## config.mk

```make
export PLATFORM = sky130hd
export DESIGN_NAME = downstream_vc_tracker
export DESIGN_NICKNAME = d
export VERILOG_FILES = /design/src/rtl/downstream_vc_tracker.sv
export SDC_FILE = /design/constraint.sdc
export NUM_CORES = 1
export LEC_CHECK = 0
export BUFFER_PORTS_ARGS = -buffer_cell sky130_fd_sc_hd__clkbuf_2
export CAP_MARGIN = 20
export CORE_MARGIN = 1
export CORE_UTILIZATION = 35
export DETAILED_ROUTE_END_ITERATION = 12
export PLACE_DENSITY = 0.65
export REMOVE_ABC_BUFFERS = 1
export SLEW_MARGIN = 10
export SYNTH_ARGS = -nofsm -noshare
export SYNTH_HDL_FRONTEND = slang
export SYNTH_SLANG_ARGS = --single-unit
```

## constraint.sdc

```tcl
create_clock -name clk -period 3.75 [get_ports clk]
set_clock_uncertainty 0.15 [all_clocks]
set_input_delay 0.75 -clock clk [delete_from_list [all_inputs] [get_ports clk]]
set_output_delay 0.75 -clock clk [all_outputs]
set_load 0.1 [all_outputs]
```

## src/rtl/downstream_vc_tracker.sv

```systemverilog
// downstream_vc_tracker: per output port, tracks the credit count of every downstream
// VC buffer and the IDLE/ALLOC/DRAINING life cycle of each downstream VC.
// Optional feature macro: TRACKER_ERROR_EN adds a sticky protocol-violation flag on
// error_o plus simulation $error reports; without it error_o is tied low.
module downstream_vc_tracker #(
  parameter int unsigned PORT_NUM    = 5,
  parameter int unsigned VC_NUM      = 2,
  parameter int unsigned BUFFER_SIZE = 8,
  localparam int unsigned VC_SIZE    = (VC_NUM > 1) ? $clog2(VC_NUM) : 1
) (
  input  logic                                clk,
  input  logic                                rst,
  input  logic [PORT_NUM-1:0][VC_NUM-1:0]     vc_alloc_i,
  input  logic [PORT_NUM-1:0]                 flit_valid_i,
  input  logic [PORT_NUM-1:0][VC_SIZE-1:0]    flit_vc_i,
  input  logic [PORT_NUM-1:0]                 flit_tail_i,
  input  logic [PORT_NUM-1:0]                 credit_valid_i,
  input  logic [PORT_NUM-1:0][VC_SIZE-1:0]    credit_vc_i,
  output logic [PORT_NUM-1:0][VC_NUM-1:0]     credit_available_o,
  output logic [PORT_NUM-1:0][VC_NUM-1:0]     idle_downstream_vc_o,
  output logic                                error_o
);

  localparam int unsigned CNT_W = $clog2(BUFFER_SIZE + 1);
  localparam logic [CNT_W-1:0] CNT_FULL = CNT_W'(BUFFER_SIZE);

  localparam logic [1:0] IDLE     = 2'd0;
  localparam logic [1:0] ALLOC    = 2'd1;
  localparam logic [1:0] DRAINING = 2'd2;

  logic [PORT_NUM-1:0][VC_NUM-1:0][1:0]       state_q, state_d;
  logic [PORT_NUM-1:0][VC_NUM-1:0][CNT_W-1:0] cnt_q, cnt_d;
  logic [PORT_NUM-1:0][VC_NUM-1:0]            send_c, credit_c;

  // Decode the per-port send/credit strobes into per-VC events.
  always_comb begin
    send_c   = '0;
    credit_c = '0;
    for (int unsigned p = 0; p < PORT_NUM; p++) begin
      for (int unsigned v = 0; v < VC_NUM; v++) begin
        send_c[p][v]   = flit_valid_i[p]   && (flit_vc_i[p]   == VC_SIZE'(v));
        credit_c[p][v] = credit_valid_i[p] && (credit_vc_i[p] == VC_SIZE'(v));
      end
    end
  end

  // Next credit count (saturating) and next life-cycle state per downstream VC.
  always_comb begin
    state_d = state_q;
    cnt_d   = cnt_q;
    for (int unsigned p = 0; p < PORT_NUM; p++) begin
      for (int unsigned v = 0; v < VC_NUM; v++) begin
        if (send_c[p][v] && !credit_c[p][v] && (cnt_q[p][v] != '0)) begin
          cnt_d[p][v] = cnt_q[p][v] - CNT_W'(1);
        end else if (credit_c[p][v] && !send_c[p][v] && (cnt_q[p][v] != CNT_FULL)) begin
          cnt_d[p][v] = cnt_q[p][v] + CNT_W'(1);
        end

        case (state_q[p][v])
          IDLE: begin
            if (vc_alloc_i[p][v]) state_d[p][v] = ALLOC;
          end
          ALLOC: begin
            if (send_c[p][v] && flit_tail_i[p]) state_d[p][v] = DRAINING;
          end
          DRAINING: begin
            if (cnt_d[p][v] == CNT_FULL) state_d[p][v] = IDLE;
          end
          default: state_d[p][v] = IDLE;
        endcase
      end
    end
  end

  // State, counters and registered status outputs.
  always_ff @(posedge clk) begin
    if (!rst) begin
      for (int unsigned p = 0; p < PORT_NUM; p++) begin
        for (int unsigned v = 0; v < VC_NUM; v++) begin
          state_q[p][v] <= IDLE;
          cnt_q[p][v]   <= CNT_FULL;
        end
      end
      credit_available_o   <= '1;
      idle_downstream_vc_o <= '1;
    end else begin
      state_q <= state_d;
      cnt_q   <= cnt_d;
      for (int unsigned p = 0; p < PORT_NUM; p++) begin
        for (int unsigned v = 0; v < VC_NUM; v++) begin
          credit_available_o[p][v]   <= (cnt_d[p][v] != '0);
          idle_downstream_vc_o[p][v] <= (state_d[p][v] == IDLE);
        end
      end
    end
  end

`ifdef TRACKER_ERROR_EN
  logic [PORT_NUM-1:0][VC_NUM-1:0] viol_c;

  // Protocol violations: underflow, overflow, alloc of a busy VC, send on an unallocated VC.
  always_comb begin
    viol_c = '0;
    for (int unsigned p = 0; p < PORT_NUM; p++) begin
      for (int unsigned v = 0; v < VC_NUM; v++) begin
        viol_c[p][v] = (send_c[p][v] && !credit_c[p][v] && (cnt_q[p][v] == '0))
                    || (credit_c[p][v] && !send_c[p][v] && (cnt_q[p][v] == CNT_FULL))
                    || (vc_alloc_i[p][v] && (state_q[p][v] != IDLE))
                    || (send_c[p][v] && (state_q[p][v] == IDLE) && !vc_alloc_i[p][v]);
      end
    end
  end

  // Sticky error flag, cleared only by reset.
  always_ff @(posedge clk) begin
    if (!rst) begin
      error_o <= 1'b0;
    end else if (|viol_c) begin
      error_o <= 1'b1;
    end
  end

  // Simulation report naming the offending port/VC.
  always_ff @(posedge clk) begin
    if (rst) begin
      for (int unsigned p = 0; p < PORT_NUM; p++) begin
        for (int unsigned v = 0; v < VC_NUM; v++) begin
          if (viol_c[p][v]) $error("downstream_vc_tracker: protocol violation port %0d vc %0d", p, v);
        end
      end
    end
  end
`else
  assign error_o = 1'b0;
`endif

endmodule

```

; After elaboration in Yosys (flattened, before gate mapping)
; Index checks and enable logic that the tools add are counted.
[totals]
in_bits = 37
regBits = 80
wordCells = 290
out_inout_bits = 21
[classes]
bitwise = 10
addsub = 20
n_reduce_logical = 130
eq_ne = 40
mux = 60
[op_table]
columns = cell, count
row1 = $mux 4, 20
row2 = $reduce_bool 4->1, 20
row3 = $logic_and 1x1->1, 70
row4 = $mux 2, 30
row5 = $pmux 2 s3, 10
row6 = $add 4x1->4 const B, 10
row7 = $eq 4x4->1 const B, 10
row8 = $logic_not 2->1, 20
row9 = $ne 4x4->1 const B, 10
row10 = $sub 4x1->4 const B, 10
row11 = $eq 2x1->1 const B, 10
row12 = $eq 2x2->1 const B, 10
row13 = $logic_not 1->1, 20
row14 = $not 1->1, 10

; Depth between registers and ports, before layout
; Gate-level depths: netlist of run 1.
[logic_depth]
word_depth = 11
mapped_depth = 8
mapped_depth_nobuf = 8

; Worst setup path before layout of run 1
; No wires, ideal clock.
[synth_timing]
kind = input to register
start = input flit_vc_i[4] (netlist name)
end = register state_q[17] (netlist name)
setup_time_ns = 0.116
required_time_ns = 3.484
slack_ns = 1.256
path_stages = 7
arrival_ns = 2.227
n_path_buf = 1
path_cell_list = nand2b_1 -> buf_6 -> nor3_1 -> a2111oi_1 -> or4_1 -> o31a_1 -> a41o_1
[synth_between]
elab_chain_len = 10
elab_cells_between_ends = 14
classes_between = eq/ne: 1 / mux: 5 / bitwise: 1 / reduce/logical: 7
[synth_lines]
columns = element, line
row1 = from (decl), 15  ; input logic [PORT_NUM-1:0][VC_SIZE-1:0] flit_vc_i,
row2 = $not 1->1 (*), 41  ; send_c[p][v] = flit_valid_i[p] && (flit_vc_i[p] == VC_SIZE'(v));
row3 = $logic_and 1x1->1 (*), 41
row4 = $logic_not 1->1, 55  ; end else if (credit_c[p][v] && !send_c[p][v] && (cnt_q[p][v] != CNT_FULL)) begin
row5 = $logic_and 1x1->1 (2 in a row), 55
row6 = $mux 4, 55
row7 = $mux 4, 53  ; if (send_c[p][v] && !credit_c[p][v] && (cnt_q[p][v] != '0)) begin
row8 = $eq 4x4->1, 67  ; if (cnt_d[p][v] == CNT_FULL) state_d[p][v] = IDLE;
row9 = $mux 2, 67
row10 = $pmux 2 s3 (*), 59  ; case (state_q[p][v])
row11 = to (signal assigned), 87  ; state_q <= state_d;
row12 = to (decl), 31  ; logic [PORT_NUM-1:0][VC_NUM-1:0][1:0] state_q, state_d;
; Mark *: on every way between the ends. The rest lies on a longest branch, timed or not.
; A chain may end at the register's enable or synchronous reset.

; Worst setup path after layout of run 1
[layout_timing]
start = register cnt_q[33] (netlist name)
end = register state_q[17] (netlist name)
[layout_between]
elab_chain_len = 7
elab_cells_between_ends = 11
classes_between = add/sub: 2 / eq/ne: 2 / mux: 4 / reduce/logical: 3
[layout_lines]
columns = element, line
row1 = from (decl), 32  ; logic [PORT_NUM-1:0][VC_NUM-1:0][CNT_W-1:0] cnt_q, cnt_d;
row2 = from (signal assigned), 88  ; cnt_q <= cnt_d;
row3 = "parallel branches: the longest is 3 deep, another holds $add 4x1->4", -
row4 = $mux 4 (*), 53
row5 = $eq 4x4->1 (*), 67
row6 = $mux 2 (*), 67
row7 = $pmux 2 s3 (*), 59
; Every way passes the cells marked *.

==> report_table.html, run 1 <==
<table>
<tr><th>Metric</th><th>Value</th></tr>
<tr><th colspan="2">Status</th></tr>
<tr><td>Result of the run</td><td>complete, no violations</td></tr>
<tr><th colspan="2">CTS</th></tr>
<tr><td>Largest buffer count on any clock path</td><td>2</td></tr>
<tr><td>Clk sink count</td><td>80</td></tr>
<tr><td>Cts bufs inserted</td><td>9</td></tr>
<tr><td>Number of hold buffers added after cts</td><td>0</td></tr>
<tr><td>Clock Root Buffer</td><td>sky130_fd_sc_hd__clkbuf_16</td></tr>
<tr><td>Insertion delay to the later sink of the worst-skew pair</td><td>0.34 ns</td></tr>
<tr><td>Post-CTS setup buffer count</td><td>0</td></tr>
<tr><td>Register clock-pin slew on the reported worst setup and hold paths</td><td>0.06 ns</td></tr>
<tr><td>Level count of the clock H-tree</td><td>3</td></tr>
<tr><td>Clock tree from TritonCTS</td><td>built</td></tr>
<tr><td>CTS-repair resized insts</td><td>0</td></tr>
<tr><th colspan="2">Synth</th></tr>
<tr><td>Post-synth EDFFs</td><td>0</td></tr>
<tr><td>Number of distinct library cells after synthesis</td><td>71</td></tr>
<tr><td>Post-synthesis register bit count</td><td>80</td></tr>
<tr><td>Synth async-reset ratio</td><td>0%</td></tr>
<tr><td>Average cell area after synthesis</td><td>7.91 µm²</td></tr>
<tr><td>Number of standard cells after synthesis</td><td>608</td></tr>
<tr><td>Netlist area before placement</td><td>0.00481 mm²</td></tr>
<tr><td>Post-synth top area cell</td><td>sky130_fd_sc_hd__dfxtp_1</td></tr>
<tr><td>Portion of the post-synthesis area used by sequential elements</td><td>33.3%</td></tr>
<tr><td>Top post-synthesis cells by area</td><td>sky130_fd_sc_hd__dfxtp_1 33%, sky130_fd_sc_hd__ha_1 5.2%, sky130_fd_sc_hd__nor2_1 5.0%</td></tr>
<tr><td>Yosys top cell area share</td><td>33.3%</td></tr>
<tr><td>Count of warnings emitted by yosys</td><td>0</td></tr>
<tr><td>Most used flip-flop cell after synthesis</td><td>sky130_fd_sc_hd__dfxtp_1</td></tr>
<tr><th colspan="2">Die</th></tr>
<tr><td>Die area</td><td>0.0142 mm²</td></tr>
<tr><td>Initial standard-cell utilization of the core</td><td>36.0%</td></tr>
<tr><td>IO Pins</td><td>58</td></tr>
<tr><td>Placeable core region</td><td>0.0133 mm²</td></tr>
<tr><td>Die outline height</td><td>119 µm</td></tr>
<tr><td>Core Rows</td><td>42</td></tr>
<tr><td>Die span in x</td><td>119 µm</td></tr>
<tr><th colspan="2">STA</th></tr>
<tr><td>Normalized max-slew margin</td><td>53.8%</td></tr>
<tr><td>Final Hold Viols</td><td>0</td></tr>
<tr><td>Final hold slack</td><td>0.361 ns</td></tr>
<tr><td>Post-route minimum period</td><td>2.60 ns</td></tr>
<tr><td>Total negative setup slack</td><td>0 ns</td></tr>
<tr><td>Worst Max-Slew Pin Slew</td><td>0.675 ns</td></tr>
<tr><td>Highest clock frequency the design can meet</td><td>385 MHz</td></tr>
<tr><td>Unrepaired setup endpoints after global routing</td><td>false</td></tr>
<tr><td>Final Cycle Share</td><td>69.3%</td></tr>
<tr><td>Final Max Tran Viols</td><td>0</td></tr>
<tr><td>Setup violation total in the final timing report</td><td>0</td></tr>
<tr><th colspan="2">Layout</th></tr>
<tr><td>Share of cells above drive strength 1</td><td>12.1%</td></tr>
<tr><td>Final core area utilization</td><td>41.2%</td></tr>
<tr><td>Diodes inserted</td><td>0</td></tr>
<tr><td>Sequential cell area</td><td>0.00160 mm²</td></tr>
<tr><td>Commonest non-fill, non-tap cells in the layout</td><td>80 x sky130_fd_sc_hd__dfxtp_1, 64 x sky130_fd_sc_hd__nor2_1, 56 x sky130_fd_sc_hd__clkbuf_2</td></tr>
<tr><td>Count of fill cells added during filler insertion</td><td>1369</td></tr>
<tr><td>Finished Cell Area</td><td>0.00550 mm²</td></tr>
<tr><td>Most common library cell in the layout ignoring fill and taps</td><td>sky130_fd_sc_hd__dfxtp_1</td></tr>
<tr><td>Total area of multi-input combinational cells</td><td>0.00301 mm²</td></tr>
<tr><td>Area growth from synthesis to layout</td><td>14.4%</td></tr>
<tr><td>Number of nets in the final layout</td><td>716</td></tr>
<tr><th colspan="2">Worst setup path</th></tr>
<tr><td>Buffering stage count on the worst path with inverters included</td><td>1</td></tr>
<tr><td>Required time of the critical path</td><td>3.83 ns</td></tr>
<tr><td>Data arrival time of the worst path</td><td>2.68 ns</td></tr>
<tr><td>Reg2reg setup slack</td><td>1.15 ns</td></tr>
<tr><td>Cell family contributing the most delay on the critical path</td><td>simple AND/OR/NAND/NOR gates</td></tr>
<tr><td>Worst-path cell with the longest stage delay</td><td>sky130_fd_sc_hd__or4_1</td></tr>
<tr><td>Startpoint type of the worst setup path</td><td>flip-flop</td></tr>
<tr><td>Maximum fanout encountered on the critical timing path</td><td>8</td></tr>
<tr><td>Category of the worst setup path capture point</td><td>flip-flop</td></tr>
<tr><td>Critical path's largest stage delay</td><td>0.55 ns</td></tr>
<tr><td>Kind of critical path</td><td>reg2reg</td></tr>
<tr><td>Cells traversed along the worst timing path</td><td>inv_1 &gt; ha_1 &gt; nor2b_1 &gt; nor3_1 &gt; a2111oi_0 &gt; or4_1 &gt; o31a_1 &gt; a41o_1</td></tr>
<tr><th colspan="2">GRT</th></tr>
<tr><td>Maximum number of pins on one net before global-route repair</td><td>27</td></tr>
<tr><td>Overall Global Routing Usage</td><td>16.7%</td></tr>
<tr><td>Vias in the first global route</td><td>4372</td></tr>
<tr><td>GRT Residual Overflow</td><td>0</td></tr>
<tr><td>Wire length of the first global-routing pass</td><td>19500 µm</td></tr>
<tr><td>Initial antenna violation count</td><td>0</td></tr>
<tr><th colspan="2">Power and ir drop</th></tr>
<tr><td>Switch share</td><td>40.7%</td></tr>
<tr><td>Switching component of the power</td><td>0.00128 W</td></tr>
<tr><td>Register share of total power</td><td>36.4%</td></tr>
<tr><td>Int Power</td><td>0.00187 W</td></tr>
<tr><td>Proportion of power drawn by combinational gates</td><td>38.2%</td></tr>
<tr><td>Pwr/cell area</td><td>573 mW/mm²</td></tr>
<tr><td>Maximum VDD drop</td><td>261 µV</td></tr>
<tr><td>Leakage power</td><td>2.28 nW</td></tr>
<tr><td>Fraction of power consumed by the clock network</td><td>25.4%</td></tr>
<tr><th colspan="2">Route</th></tr>
<tr><td>First-pass DRT Iterations</td><td>5</td></tr>
<tr><td>Remaining number of nets flagged by the antenna check after routing</td><td>0</td></tr>
<tr><td>Final WL</td><td>11500 µm</td></tr>
<tr><td>Avg WL per Cell</td><td>13.7 µm</td></tr>
<tr><td>Vias after detailed routing</td><td>4675</td></tr>
<tr><td>Post-DR vias/cell</td><td>5.57</td></tr>
<tr><td>Initial detailed-routing violation count</td><td>313</td></tr>
<tr><td>Post-route DRC violation count</td><td>0</td></tr>
<tr><th colspan="2">Place</th></tr>
<tr><td>Total half-perimeter wirelength after legalization and detailed placement</td><td>8510 µm</td></tr>
<tr><td>RD Place Congestion</td><td>0.941</td></tr>
<tr><td>Buffers on Ports</td><td>56</td></tr>
<tr><td>Placed inst area</td><td>0.00524 mm²</td></tr>
<tr><th colspan="2">Flow run</th></tr>
<tr><td>Count of maximum capacitance violations</td><td>0</td></tr>
<tr><th colspan="2">Worst hold path</th></tr>
<tr><td>Hold WC Path Type</td><td>reg2reg</td></tr>
</table>
==> per-layer routing <==
| metal | global-route usage, % | part of all wire, % | vias up |
|---|---|---|---|
| li1 | - | - | 2344 |
| met1 | 20.1 | 46 | 2201 |
| met2 | 28.1 | 47 | 116 |
| met3 | 4.31 | 5.0 | 14 |
| met4 | 6.96 | 1.5 | 0 |
| met5 | 0 | 0 | - |
==> power by group through the flow <==
| stage | registers [W] | logic, W | clock network [W] |
|---|---|---|---|
| 2_1_floorplan | 0.00130 | 0.000792 | 0 |
| 3_3_place_gp | 0.00116 | 0.00116 | 0 |
| 3_5_place_dp | 0.00116 | 0.00119 | 0 |
| 4_1_cts | 0.00114 | 0.00120 | 0.000832 |
| 5_1_grt | 0.00117 | 0.00135 | 0.000864 |
| 6_report | 0.00115 | 0.00120 | 0.000800 |
==> flip-flops by register name, indices dropped and copies added, names as in the netlist <==
name	cells
state_q	20
cnt_q	40
idle_downstream_vc_o	10
credit_available_o	10
==> through the flow <==
stage	total power, W	instances	setup slack (ns)
final	0.00315	839	1.15
after global routing	0.00338	839	0.985
after CTS	0.00317	839	1.18
after detailed placement	0.00235	824	0.931
after global placement	0.00231	824	0.978
after floorplan	0.00209	590	1.23
==> logic make-up (layout without fill, tap and decap cells) <==
kind of cell / count (synthesis) / after routing / share of synthesized area (%)
compound gates: 159 / 159 / 23.7
fa+ha+maj: 20 / 20 / 5.20
mux: 8 / 8 / 1.72
flops: 80 / 80 / 33.3
xor+xnor: 18 / 18 / 3.28
buf+inv: 49 / 104 / 4.24
other cells: 1 / 1 / 0.0779
simple gates: 273 / 273 / 28.5
==> area by class of cell <==
class	instances	area share [%]
Clock buffer	10	4.16
Clock inverter	5	0.614
Sequential cell	80	29.1
Inverter	31	2.12
Timing Repair Buffer	58	5.37
Multi-Input combinational cell	479	54.6
Tap cell	176	4.00
==> worst register-to-register path: stages (launching register included) <==
cell,delay [ns]
sky130_fd_sc_hd__dfxtp_1,0.47
sky130_fd_sc_hd__inv_1,0.07
sky130_fd_sc_hd__ha_1,0.25
sky130_fd_sc_hd__nor2b_1,0.18
sky130_fd_sc_hd__nor3_1,0.18
sky130_fd_sc_hd__a2111oi_0,0.13
sky130_fd_sc_hd__or4_1,0.55
sky130_fd_sc_hd__o31a_1,0.29
sky130_fd_sc_hd__a41o_1,0.21
==> Yosys cell counts (4+ instances only) <==
| master | number |
|---|---|
| sky130_fd_sc_hd__a211o_1 | 10 |
| sky130_fd_sc_hd__nand2b_1 | 16 |
| sky130_fd_sc_hd__mux2i_1 | 6 |
| sky130_fd_sc_hd__a31oi_1 | 12 |
| sky130_fd_sc_hd__nor2_1 | 64 |
| sky130_fd_sc_hd__clkbuf_1 | 11 |
| sky130_fd_sc_hd__inv_1 | 31 |
| sky130_fd_sc_hd__ha_1 | 20 |
| sky130_fd_sc_hd__a21oi_1 | 28 |
| sky130_fd_sc_hd__dfxtp_1 | 80 |
| sky130_fd_sc_hd__nor2b_1 | 15 |
| sky130_fd_sc_hd__a211oi_1 | 5 |
| sky130_fd_sc_hd__or3_1 | 7 |
| sky130_fd_sc_hd__nand2_1 | 55 |
| sky130_fd_sc_hd__xnor2_1 | 15 |
| sky130_fd_sc_hd__and2_1 | 16 |
| sky130_fd_sc_hd__nand4_1 | 9 |
| sky130_fd_sc_hd__o22ai_1 | 7 |
| sky130_fd_sc_hd__a221o_1 | 4 |
| sky130_fd_sc_hd__o21a_1 | 4 |
| sky130_fd_sc_hd__a2111oi_0 | 4 |
| sky130_fd_sc_hd__and3_1 | 17 |
| sky130_fd_sc_hd__nand4b_1 | 5 |
| sky130_fd_sc_hd__nor3_1 | 23 |
| sky130_fd_sc_hd__o211ai_1 | 11 |
| sky130_fd_sc_hd__o31ai_1 | 6 |
| sky130_fd_sc_hd__nand3_1 | 31 |
| sky130_fd_sc_hd__o221ai_1 | 4 |
| sky130_fd_sc_hd__o21ai_0 | 24 |
==> final timing paths <==
| kind | cells past startpoint | start | end |
|---|---|---|---|
| max reg2reg | 8 | cnt_q[33]$_SDFF_PN0_ | state_q[17]$_SDFF_PN0_ |
| max | 8 | cnt_q[33]$_SDFF_PN0_ | state_q[17]$_SDFF_PN0_ |
| min reg2reg | 1 | state_q[10]$_SDFF_PN0_ | state_q[10]$_SDFF_PN0_ |
| min | 1 | state_q[10]$_SDFF_PN0_ | state_q[10]$_SDFF_PN0_ |
(Power assumes the default switching activity.)
==> run 2, diff against run 1 <==
--- a/config.mk
+++ b/config.mk
@@ -5,6 +5,7 @@
 export SDC_FILE = /design/constraint.sdc
 export NUM_CORES = 1
 export LEC_CHECK = 0
+export ABC_AREA = 1
 export BUFFER_PORTS_ARGS = -buffer_cell sky130_fd_sc_hd__clkbuf_2
 export CAP_MARGIN = 20
 export CORE_MARGIN = 1
==> constraint.sdc (replaced) <==
create_clock -name clk -period 2.4 [get_ports clk]
set_clock_uncertainty 0.15 [all_clocks]
set_input_delay 0.48 -clock clk [delete_from_list [all_inputs] [get_ports clk]]
set_output_delay 0.48 -clock clk [all_outputs]
set_load 0.1 [all_outputs]
==> report_table.html, run 2 <==
<table>
<tr><th>Metric</th><th>Value</th></tr>
<tr><th colspan="2">Flow run</th></tr>
<tr><td>Count of maximum capacitance violations</td><td>0</td></tr>
<tr><th colspan="2">Synth</th></tr>
<tr><td>Yosys top cell area share</td><td>33.1%</td></tr>
<tr><td>Number of standard cells after synthesis</td><td>752</td></tr>
<tr><td>Average cell area after synthesis</td><td>6.43 µm²</td></tr>
<tr><td>Portion of the post-synthesis area used by sequential elements</td><td>33.1%</td></tr>
<tr><td>Post-synth EDFFs</td><td>0</td></tr>
<tr><td>Post-synth top area cell</td><td>sky130_fd_sc_hd__dfxtp_1</td></tr>
<tr><td>Synth async-reset ratio</td><td>0%</td></tr>
<tr><td>Dominant cell by count in the synthesized netlist</td><td>sky130_fd_sc_hd__nand2_1</td></tr>
<tr><td>Netlist area before placement</td><td>0.00484 mm²</td></tr>
<tr><td>Number of distinct library cells after synthesis</td><td>30</td></tr>
<tr><td>Post-synthesis register bit count</td><td>80</td></tr>
<tr><td>Count of warnings emitted by yosys</td><td>0</td></tr>
<tr><td>Commonest cells post-synth</td><td>208 x sky130_fd_sc_hd__nand2_1, 112 x sky130_fd_sc_hd__inv_1, 90 x sky130_fd_sc_hd__nand3_1</td></tr>
<tr><td>Top post-synthesis cells by area</td><td>sky130_fd_sc_hd__dfxtp_1 33%, sky130_fd_sc_hd__nand2_1 16%, sky130_fd_sc_hd__nand3_1 9.3%</td></tr>
<tr><td>Most used flip-flop cell after synthesis</td><td>sky130_fd_sc_hd__dfxtp_1</td></tr>
<tr><th colspan="2">STA</th></tr>
<tr><td>Final Cycle Share</td><td>75.7%</td></tr>
<tr><td>Final Max Tran Viols</td><td>0</td></tr>
<tr><td>Unrepaired setup endpoints after global routing</td><td>false</td></tr>
<tr><td>Highest clock frequency the design can meet</td><td>550 MHz</td></tr>
<tr><td>Final Hold Viols</td><td>0</td></tr>
<tr><td>Post-route minimum period</td><td>1.82 ns</td></tr>
<tr><td>Normalized max-slew margin</td><td>62.1%</td></tr>
<tr><td>Total negative setup slack</td><td>0 ns</td></tr>
<tr><td>Setup violation total in the final timing report</td><td>0</td></tr>
<tr><td>Worst Max-Slew Pin Slew</td><td>0.571 ns</td></tr>
<tr><th colspan="2">Worst setup path</th></tr>
<tr><td>Worst-path cell with the longest stage delay</td><td>sky130_fd_sc_hd__dfxtp_1</td></tr>
<tr><td>Required time of the critical path</td><td>2.47 ns</td></tr>
<tr><td>Reg-to-reg startpoint</td><td>cnt_q[4]$_SDFF_PN0_</td></tr>
<tr><td>Kind of critical path</td><td>reg2reg</td></tr>
<tr><td>Category of the worst setup path capture point</td><td>flip-flop</td></tr>
<tr><td>Reg2reg setup slack</td><td>0.58 ns</td></tr>
<tr><td>Timing startpoint of the critical path</td><td>cnt_q[4]$_SDFF_PN0_</td></tr>
<tr><td>Startpoint type of the worst setup path</td><td>flip-flop</td></tr>
<tr><td>Data arrival time of the worst path</td><td>1.88 ns</td></tr>
<tr><td>Capturing instance or port of the critical path</td><td>state_q[3]$_SDFF_PN0_</td></tr>
<tr><td>Critical path's largest stage delay</td><td>0.41 ns</td></tr>
<tr><td>Number of cells on the worst reg-to-reg path</td><td>10</td></tr>
<tr><td>Cells traversed along the worst timing path</td><td>inv_1 &gt; ha_1 &gt; nand3_2 &gt; nand3_2 &gt; nand3_1 &gt; nand2_1 &gt; nor2_2 &gt; nand3_1 &gt; nand2_1 &gt; a21oi_1</td></tr>
<tr><td>Worst reg2reg endpoint</td><td>state_q[3]$_SDFF_PN0_</td></tr>
<tr><td>Maximum fanout encountered on the critical timing path</td><td>5</td></tr>
<tr><th colspan="2">Route</th></tr>
<tr><td>Initial detailed-routing violation count</td><td>219</td></tr>
<tr><td>Final WL</td><td>10100 µm</td></tr>
<tr><td>First-pass DRT Iterations</td><td>4</td></tr>
<tr><td>Post-route DRC violation count</td><td>0</td></tr>
<tr><td>Avg WL per Cell</td><td>10.2 µm</td></tr>
<tr><td>Post-DR vias/cell</td><td>4.56</td></tr>
<tr><td>Remaining number of nets flagged by the antenna check after routing</td><td>0</td></tr>
<tr><td>Vias after detailed routing</td><td>4529</td></tr>
<tr><th colspan="2">CTS</th></tr>
<tr><td>Post-CTS setup buffer count</td><td>0</td></tr>
<tr><td>Clk sink count</td><td>80</td></tr>
<tr><td>Largest buffer count on any clock path</td><td>2</td></tr>
<tr><td>Cts bufs inserted</td><td>9</td></tr>
<tr><td>Register clock-pin slew on the reported worst setup and hold paths</td><td>0.06 ns</td></tr>
<tr><td>Insertion delay to the later sink of the worst-skew pair</td><td>0.34 ns</td></tr>
<tr><td>Number of hold buffers added after cts</td><td>0</td></tr>
<tr><td>Clock tree from TritonCTS</td><td>built</td></tr>
<tr><td>Clock Root Buffer</td><td>sky130_fd_sc_hd__clkbuf_16</td></tr>
<tr><td>CTS-repair resized insts</td><td>0</td></tr>
<tr><td>Level count of the clock H-tree</td><td>3</td></tr>
<tr><th colspan="2">Status</th></tr>
<tr><td>Result of the run</td><td>complete, no violations</td></tr>
<tr><th colspan="2">Layout</th></tr>
<tr><td>Most common library cell in the layout ignoring fill and taps</td><td>sky130_fd_sc_hd__nand2_1</td></tr>
<tr><td>Diodes inserted</td><td>0</td></tr>
<tr><td>Largest register FFs</td><td>40</td></tr>
<tr><td>Share of cells above drive strength 1</td><td>17.7%</td></tr>
<tr><td>Commonest non-fill, non-tap cells in the layout</td><td>208 x sky130_fd_sc_hd__nand2_1, 112 x sky130_fd_sc_hd__inv_1, 90 x sky130_fd_sc_hd__nand3_1</td></tr>
<tr><td>Number of nets in the final layout</td><td>870</td></tr>
<tr><td>Area growth from synthesis to layout</td><td>17.9%</td></tr>
<tr><td>Biggest register</td><td>cnt_q</td></tr>
<tr><td>Biggest regs</td><td>cnt_q (40), state_q (20)</td></tr>
<tr><th colspan="2">GRT</th></tr>
<tr><td>GRT Residual Overflow</td><td>0</td></tr>
<tr><td>Overall Global Routing Usage</td><td>14.8%</td></tr>
<tr><td>Vias in the first global route</td><td>3949</td></tr>
<tr><td>Wire length of the first global-routing pass</td><td>17000 µm</td></tr>
<tr><td>Initial antenna violation count</td><td>0</td></tr>
<tr><td>Maximum number of pins on one net before global-route repair</td><td>32</td></tr>
<tr><th colspan="2">Die</th></tr>
<tr><td>Placeable core region</td><td>0.0133 mm²</td></tr>
<tr><td>Die outline height</td><td>120 µm</td></tr>
<tr><td>Initial standard-cell utilization of the core</td><td>36.2%</td></tr>
<tr><td>Core Rows</td><td>42</td></tr>
<tr><td>IO Pins</td><td>58</td></tr>
<tr><td>Die area</td><td>0.0143 mm²</td></tr>
<tr><td>Die span in x</td><td>120 µm</td></tr>
<tr><th colspan="2">Power and ir drop</th></tr>
<tr><td>Maximum VDD drop</td><td>317 µV</td></tr>
<tr><td>Pwr/cell area</td><td>893 mW/mm²</td></tr>
<tr><td>Leakage power</td><td>2.95 nW</td></tr>
<tr><td>Total power consumption of the routed design</td><td>0.00509 W</td></tr>
<tr><th colspan="2">Worst hold path</th></tr>
<tr><td>Hold WC Path Type</td><td>in2reg</td></tr>
<tr><th colspan="2">Place</th></tr>
<tr><td>Buffers on Ports</td><td>56</td></tr>
<tr><td>Total half-perimeter wirelength after legalization and detailed placement</td><td>7760 µm</td></tr>
<tr><td>RD Place Congestion</td><td>0.791</td></tr>
</table>
## run 2: cell families (layout without fill, tap and decap cells)
family,count (synthesis),after routing,synth area share (%)
AO/OA/AOI/OAI,50,50,5.87
XOR/XNOR,2,2,0.362
flip-flops,80,80,33.1
adder cells (fa/ha/maj),20,20,5.17
buffers and inverters,132,198,10.4
AND/OR/NAND/NOR,467,467,45.0
other,1,1,0.0775
## run 2: final cells by class
cell class                 count  area (µm²)
fill                        1428        7640
multi-input combinational    540        2740
sequential                    80        1600
inverter                     123         462
timing repair buffer          59         315
clock buffer                  11         243
tap                          176         220
clock inverter                 5         128
## run 2: worst min path at each step
stage / startpoint / to / cells after the start
2_1_floorplan: state_q[19]$_SDFF_PN0_ / state_q[18]$_SDFF_PN0_ / 1
3_3_place_gp: state_q[9]$_SDFF_PN0_ / state_q[8]$_SDFF_PN0_ / 1
3_5_place_dp: state_q[9]$_SDFF_PN0_ / state_q[8]$_SDFF_PN0_ / 1
4_1_cts: vc_alloc_i[4] / state_q[8]$_SDFF_PN0_ / 3
5_1_grt: flit_tail_i[0] / state_q[1]$_SDFF_PN0_ / 3
6_report: vc_alloc_i[4] / state_q[8]$_SDFF_PN0_ / 3
## run 2: through the flow
| stage | worst slack, ns | utilization (%) | instance area (µm²) | cells | hold slack (ns) |
|---|---|---|---|---|---|
| 6_report | 0.582 | 42.7 | 5700 | 994 | 0.271 |
| 5_1_grt | 0.411 | 42.7 | 5700 | 994 | 0.298 |
| 3_3_place_gp | 0.557 | 40.0 | 5330 | 978 | 0.285 |
| 3_5_place_dp | 0.542 | 40.0 | 5330 | 978 | 0.287 |
| 2_1_floorplan | 0.274 | - | 4800 | 743 | 0.272 |
| 4_1_cts | 0.564 | 42.7 | 5700 | 994 | 0.266 |
## run 2: per-layer routing
metal  GRT usage [%]  wire length (µm)  part of all wire (%)  vias up
li1                -                 -                     -     2507
met1            18.4              5050                    50     1942
met2            24.3              4480                    44       68
met3            3.04               438                   4.3       12
met4            6.95               179                   1.8        0
met5               0                 0                     0        -
## run 2: critical path: cells and delay by family, from the launching register on
family / cells / cell delay, ns
adders and majority gates: 1 / 0.25
and+or+nand+nor: 7 / 0.72
DFF: 1 / 0.41
buffers and inverters: 1 / 0.11
AOI/OAI and AO/OA: 1 / 0.06
## run 2: power by group
| part | leakage, nW | internal (W) | switching [W] |
|---|---|---|---|
| sequential | 0.659 | 0.00151 | 0.000160 |
| clock | 0.176 | 0.00115 | 0.000548 |
| combinational | 2.11 | 0.000571 | 0.00116 |
